## src/rtl/serial_add_ctrl.sv

```systemverilog
// Bit-serial WIDTH-bit adder: one shared full-adder slice built from two half-adder
// cells, LSB first, one bit per clock, with a start/busy/done handshake.
module serial_add_ctrl #(
    parameter int WIDTH = 8
) (
    input  logic             clk,
    input  logic             reset,
    input  logic             start,
    input  logic [WIDTH-1:0] op_a,
    input  logic [WIDTH-1:0] op_b,
    output logic             busy,
    output logic             done,
    output logic [WIDTH-1:0] sum,
    output logic             cout
);

    localparam int CW = $clog2(WIDTH);

    typedef enum logic [1:0] {IDLE, RUN, DONE} state_t;

    state_t           state;
    logic [WIDTH-1:0] a_sr;
    logic [WIDTH-1:0] b_sr;
    logic [WIDTH-1:0] s_sr;
    logic [WIDTH-1:0] s_nxt;
    logic             c;
    logic [CW-1:0]    cnt;
    logic             ha1_s, ha1_c, ha2_s, ha2_c, fa_c;

    // Half-adder cell: returns {carry, sum}.
    function automatic logic [1:0] half_add(input logic x, input logic y);
        return {x & y, x ^ y};
    endfunction

    assign {ha1_c, ha1_s} = half_add(a_sr[0], b_sr[0]);
    assign {ha2_c, ha2_s} = half_add(ha1_s, c);
    assign fa_c           = ha1_c | ha2_c;

    // New sum bit enters at the MSB so that after WIDTH shifts bit 0 sits at s_sr[0].
    always_comb begin
        s_nxt = (s_sr >> 1) | {ha2_s, {(WIDTH-1){1'b0}}};
    end

    always_ff @(posedge clk) begin
        if (reset) begin
            state <= IDLE;
            busy  <= 1'b0;
            done  <= 1'b0;
            sum   <= '0;
            cout  <= 1'b0;
            a_sr  <= '0;
            b_sr  <= '0;
            s_sr  <= '0;
            c     <= 1'b0;
            cnt   <= '0;
        end else begin
            case (state)
                IDLE: begin
                    done <= 1'b0;
                    if (start) begin
                        a_sr  <= op_a;
                        b_sr  <= op_b;
                        c     <= 1'b0;
                        cnt   <= '0;
                        busy  <= 1'b1;
                        state <= RUN;
                    end
                end
                RUN: begin
                    s_sr <= s_nxt;
                    a_sr <= a_sr >> 1;
                    b_sr <= b_sr >> 1;
                    c    <= fa_c;
                    if (cnt == CW'(WIDTH-1)) begin
                        sum   <= s_nxt;
                        cout  <= fa_c;
                        busy  <= 1'b0;
                        done  <= 1'b1;
                        state <= DONE;
                    end else begin
                        cnt <= cnt + CW'(1);
                    end
                end
                DONE: begin
                    done  <= 1'b0;
                    state <= IDLE;
                end
                default: state <= IDLE;
            endcase
        end
    end

endmodule

```

## config.mk

```make
export PLATFORM = sky130hd
export DESIGN_NAME = serial_add_ctrl
export DESIGN_NICKNAME = d
export VERILOG_FILES = /design/src/rtl/serial_add_ctrl.sv
export SDC_FILE = /design/constraint.sdc
export NUM_CORES = 1
export LEC_CHECK = 0
export CORE_MARGIN = 3
export CORE_UTILIZATION = 30
export CTS_BUF_LIST = sky130_fd_sc_hd__clkbuf_16
export DETAILED_ROUTE_END_ITERATION = 8
export DONT_BUFFER_PORTS = 1
export PLACE_DENSITY = 0.44
export SLEW_MARGIN = 0
export SYNTH_ARGS = -nofsm -noshare
export SYNTH_HDL_FRONTEND = slang
export SYNTH_SLANG_ARGS = --single-unit
export TNS_END_PERCENT = 30
```

## constraint.sdc

```tcl
create_clock -name clk -period 1.3 [get_ports clk]
set_input_delay 0.26 -clock clk [delete_from_list [all_inputs] [get_ports clk]]
set_output_delay 0.26 -clock clk [all_outputs]
set_load 0.02 [all_outputs]
```

Yosys cells after proc, flatten, opt, wreduce, memory -nomap -nowiden
Cells that the tools add are included.

Flip-flop bits (word level): 41. Input port bits: 19. Output and inout port bits: 11. Logic and storage cells: 50.

Add/subtract/negate cells: 1. Eq/ne operators: 6. Muxes and demuxes: 17. Bitwise gates (word level): 6. Reduce and logical (&&, ||, !) cells: 10.

Operators with widths (number): $pmux 8 s2 (2); $mux 8 (2); $or 7x8->8 (1); $reduce_and 2->1 (4); $mux 3 (2); $ne 2x2->1 const B (3); $pmux 1 s2 (3); $pmux 3 s2 (1); $reduce_and 3->1 (2); $mux 1 (4); $mux 2 (2); $pmux 2 s2 (1); $reduce_bool 2->1 (2); $add 3x1->3 const B (1); $eq 3x3->1 const B (1); $and 1x1->1 (2); $eq 2x1->1 const B (1); $eq 2x2->1 const B (1); $logic_not 2->1 (1); $reduce_or 2->1 (1); $xor 1x1->1 (2); $or 1x1->1 (1).

Longest topological paths before layout
Depth in word-level cells: 4. Gate-level depth with buffers: 6. Depth with buffers taken out: 5.

Worst setup path after synthesis
OpenSTA, ideal clock, no wires.

Path type: reg2reg. From: register cnt[0]. To: register cnt[1]. Library setup time: 0.127 ns. Arrival time: 1.115 ns. Data required time: 1.173 ns. Path slack: 0.057 ns. Stages on the path, launching flop included: 6. Path buffers: 0. Period minus slack after synthesis: 1.243 ns. Cell sequence: dfxtp_1 ha_1 ha_1 nand2b_1 a21oi_1 o21ai_0.

Word-level cells in the longest chain between the ends: 3. Elaborated cells on any way between the ends: 6. Classes of those cells: add/sub (1); eq/ne (2); mux (2); reduce/logical (1).

RTL lines: start, declared (RTL line 27) `logic [CW-1:0] cnt;`; start signal, assigned (RTL line 81) `cnt <= cnt + CW'(1);`; $add 3x1->3 / $eq 3x3->1 (equally long branches) (RTL line 81, 74); $mux 3 / $ne 2x2->1 (equally long branches); $pmux 3 s2 / $reduce_and 3->1 (equally long branches).

Several ways; a longest one is shown, not always the timed one. The select of a mux whose other input is x is not followed. A chain may end at the register's enable or synchronous reset.

Worst setup path in the final report
From: register cnt[0]. To: register sum[3].

Word-level cells in the longest chain between the ends: 2.

RTL lines: $eq 3x3->1 (RTL line 74) `if (cnt == CW'(WIDTH-1)) begin`; $reduce_and 2->1 (no line); end signal, assigned (RTL line 75) `sum <= s_nxt;`; end, declared (RTL line 13) `output logic [WIDTH-1:0] sum,`.

No other way between the ends.

==> key figures <==
GRT
  • Number of global-route vias before repair: 1,264
  • Total grt overflow: 0
  • First-pass GRT wire length: 5890 µm
  • Number of antenna violations at the first check in global routing: 0
  • All-layer global routing usage: 0.114
  • Pin count of the biggest net entering global routing: 42

Critical path
  • Worst path arrival time: 1.44 ns
  • Worst Path Max Fanout: 5
  • Worst Setup End Kind: flip-flop
  • Required time at the worst-slack endpoint: 1.50 ns
  • Crit path kind: reg2reg
  • Startpoint type of the worst setup path: flip-flop

Yosys
  • Number of register bits inferred by synthesis: 40
  • Area of the mapped netlist: 1760 µm²
  • Largest cells by area after synthesis: dfxtp_1 (45%), a211oi_2 (10%), mux2i_1 (8.0%)
  • Number of nets in the synthesized netlist: 206
  • Count of unique library cells instantiated by Yosys: 24
  • Area share of and/or/nand/nor cells after synthesis: 0.178
  • Post-synthesis sequential area ratio: 0.455
  • Multiplexer share of the synthesized area: 0.0796
  • Average instance area after synthesis: 9.57 µm²
  • Number of warnings printed during yosys synthesis: 0
  • Leading area contributor after synthesis: dfxtp_1
  • Synthesized instance count: 184
  • Fraction of the mapped netlist area in compound gates: 0.193
  • Post-Synth Adder-Cell Area: 0.0256
  • Combinational family with the most area after synthesis: compound AO/OA/AOI/OAI gates
  • Post-synthesis xor/xnor area fraction: 0
  • Post-synth top area share: 0.455

Floorplan
  • Die ar.: 6820 µm²
  • Die span in y: 82.6 µm
  • Row count: 27
  • Die Wd: 82.6 µm
  • Placeable core region: 5610 µm²
  • Starting density of the core: 0.314
  • I/O pin cnt: 30

Final layout
  • Final antenna diode count: 0
  • Multi-input logic area: 895 µm²
  • Proportion of layout cells with a drive suffix above 1: 0.253
  • Post-layout util: 0.361
  • P&R area growth vs syn: 15.0%
  • Final cell area excluding filler cells: 2020 µm²
  • FF/Latch Area: 803 µm²
  • Fill cells: 605
  • Net count reported at finish: 208

Detailed routing
  • DRC violations left: 0
  • Post-route ant nets: 0
  • 1st-pass router iterations: 4
  • Via density per instance: 4.79
  • Detailed router's first-iteration violation count: 74
  • Vias: 1,235
  • WL per Instance: 13.4 µm
  • Final wirelength: 3460 µm

Power and ir drop
  • Switching fraction of total power: 0.230
  • Peak ir drop on the vdd network: 0.473 mV
  • Int Pwr: 2.10 mW
  • Power per cell area: 1350 nW/µm²
  • Combinational share of power: 0.096
  • Net switching power: 0.626 mW
  • Part of the power in registers: 0.488
  • Static power due to leakage: 0.694 nW
  • Fraction of power consumed by the clock network: 0.416

Clock network
  • Root Buffer: clkbuf_16
  • Inserted Clock Buffers: 5
  • Post-CTS repair timing setup buffer count: 0
  • Max clock buf depth: 2
  • Clock insertion delay at the later pin of the skew report: 0.28 ns
  • CTS clk-pin slew, worst paths: 0.06 ns
  • Number of clock sinks seen by CTS: 40
  • CTS H-tree lvls: 2
  • Post-CTS Hold Buffers: 0
  • CTS tree: done

Timing
  • Unrepaired setup endpoints after global routing: yes
  • Max Freq: 0.811 GHz
  • Count of final hold-check violations: 0
  • Headroom to the max-slew limit: 0.807
  • Transition time at the pin with the least slew margin: 0.290 ns
  • Shortest period the worst path allows: 1.23 ns
  • # setup viols final: 0
  • Final Cycle Share: 0.949
  • Final worst clock skew: 0.00315 ns
  • Final Slew Violations: 0

Worst hold path
  • HP Class: in2reg

Status
  • Run status: completed

Placed design
  • Count of input and output buffers: 0
  • DPL Wire Length: 2410 µm
  • Placed cell areas: 1820 µm²
  • RD Place Congestion: 0.683

Flow run
  • Maxcap violations: 0
==> Yosys cell counts, drive strengths merged <==
| master | n |
|---|---|
| inv | 2 |
| buf | 15 |
| a21oi | 22 |
| nand3b | 3 |
| o21ai | 6 |
| nor2b | 3 |
| nand3 | 9 |
| fa | 1 |
| o31ai | 1 |
| dfxtp | 40 |
| o21ba | 1 |
| a211oi | 14 |
| ha | 2 |
| mux2i | 14 |
| o21bai | 1 |
| nor2 | 16 |
| nor4b | 1 |
| nand2b | 5 |
| nand2 | 28 |
==> registers in the layout, indices dropped and copies added, names as in the netlist <==
| name | flops |
|---|---|
| a_sr | 8 |
| b_sr | 8 |
| busy | 1 |
| c | 1 |
| cnt | 3 |
| cout | 1 |
| done | 1 |
| s_sr | 7 |
| state | 2 |
| sum | 8 |
==> critical path: stages (launching register included) <==
cell and delay [ns]:
dfxtp_2 0.33, ha_4 0.16, ha_4 0.17, nand3b_1 0.16, buf_6 0.14, nand2_1 0.05
a21oi_1 0.15
==> cells by family (layout without fill, tap and decap cells) <==
group / after synthesis / after routing
buffers and inverters: 17 / 19
adders and majority gates: 3 / 3
AOI/OAI and AO/OA: 45 / 45
muxes: 14 / 14
and+or+nand+nor: 65 / 65
DFF: 40 / 40
==> cell usage in the layout (no fill, tap or decap) <==
cell type	synthesis	final
o21ai_1	0	3
nand2_1	28	28
dfxtp_1	40	38
o21ba_1	1	1
nand2b_1	5	5
a211oi_2	14	14
a21oi_1	22	16
ha_4	0	2
dfxtp_2	0	2
inv_1	2	3
buf_4	2	7
o31ai_1	1	1
nand3b_1	3	3
a21oi_2	0	6
fa_1	1	1
nor2b_1	3	3
clkbuf_16	0	5
clkinv_2	0	1
nor4b_4	0	1
buf_6	4	2
mux2i_1	14	14
nor2_1	10	10
nor2_2	6	6
o21ai_0	6	3
o21bai_1	1	1
nand3_1	9	9
buf_12	0	1
==> layout make-up <==
class | count | area share
clock buffer | 5 | 0.0618
clock inverter | 2 | 0.00433
inverter | 2 | 0.00371
multi-input combinational | 127 | 0.442
sequential | 40 | 0.397
tap | 72 | 0.0445
timing repair buffer | 10 | 0.0470
==> per-layer routing <==
layer / part of all wire / track usage / vias up
li1: - / - / 634
met3: 0.074 / 0.0510 / 6
met4: 0.018 / 0.0490 / 0
met5: 0 / 0 / -
met2: 0.46 / 0.173 / 26
met1: 0.45 / 0.138 / 569
==> per-stage QoR <==
stage                     TNS (ns)  power [mW]  instances  hold WS (ns)  worst slack (ns)
after floorplan                  0        1.60        184         0.420            0.0574
after global placement    -0.00635        1.61        251         0.331          -0.00635
after detailed placement    -0.374        1.62        251         0.331            -0.113
after CTS                        0        2.77        258        0.0337            0.0199
after global routing       -0.0369        2.85        258        0.0301          -0.00972
final                            0        2.73        258        0.0404            0.0668
==> worst paths after layout <==
path                         from                    to  cells past startpoint  slack [ns]
max           cnt[0]$_SDFFE_PP0P_   sum[3]$_SDFFE_PP0P_                      6        0.07
min                         reset     cout$_SDFFE_PP0P_                      1        0.04
max reg2reg   cnt[0]$_SDFFE_PP0P_   sum[3]$_SDFFE_PP0P_                      6        0.07
min reg2reg  s_sr[1]$_SDFFE_PP0P_  s_sr[1]$_SDFFE_PP0P_                      2        0.45
==> power groups by stage <==
stage	combinational [mW]	sequential (mW)	clock [mW]
after floorplan	0.261	1.34	0
after global placement	0.253	1.35	0
after detailed placement	0.260	1.36	0
after CTS	0.265	1.33	1.18
after global routing	0.294	1.34	1.22
final	0.262	1.33	1.13
==> repair_timing <==
item	in CTS	in global routing
setup endpoints to repair	7	14
pin swaps	1	6
resized for setup	7	11
Power figures use the tool's default switching activity.
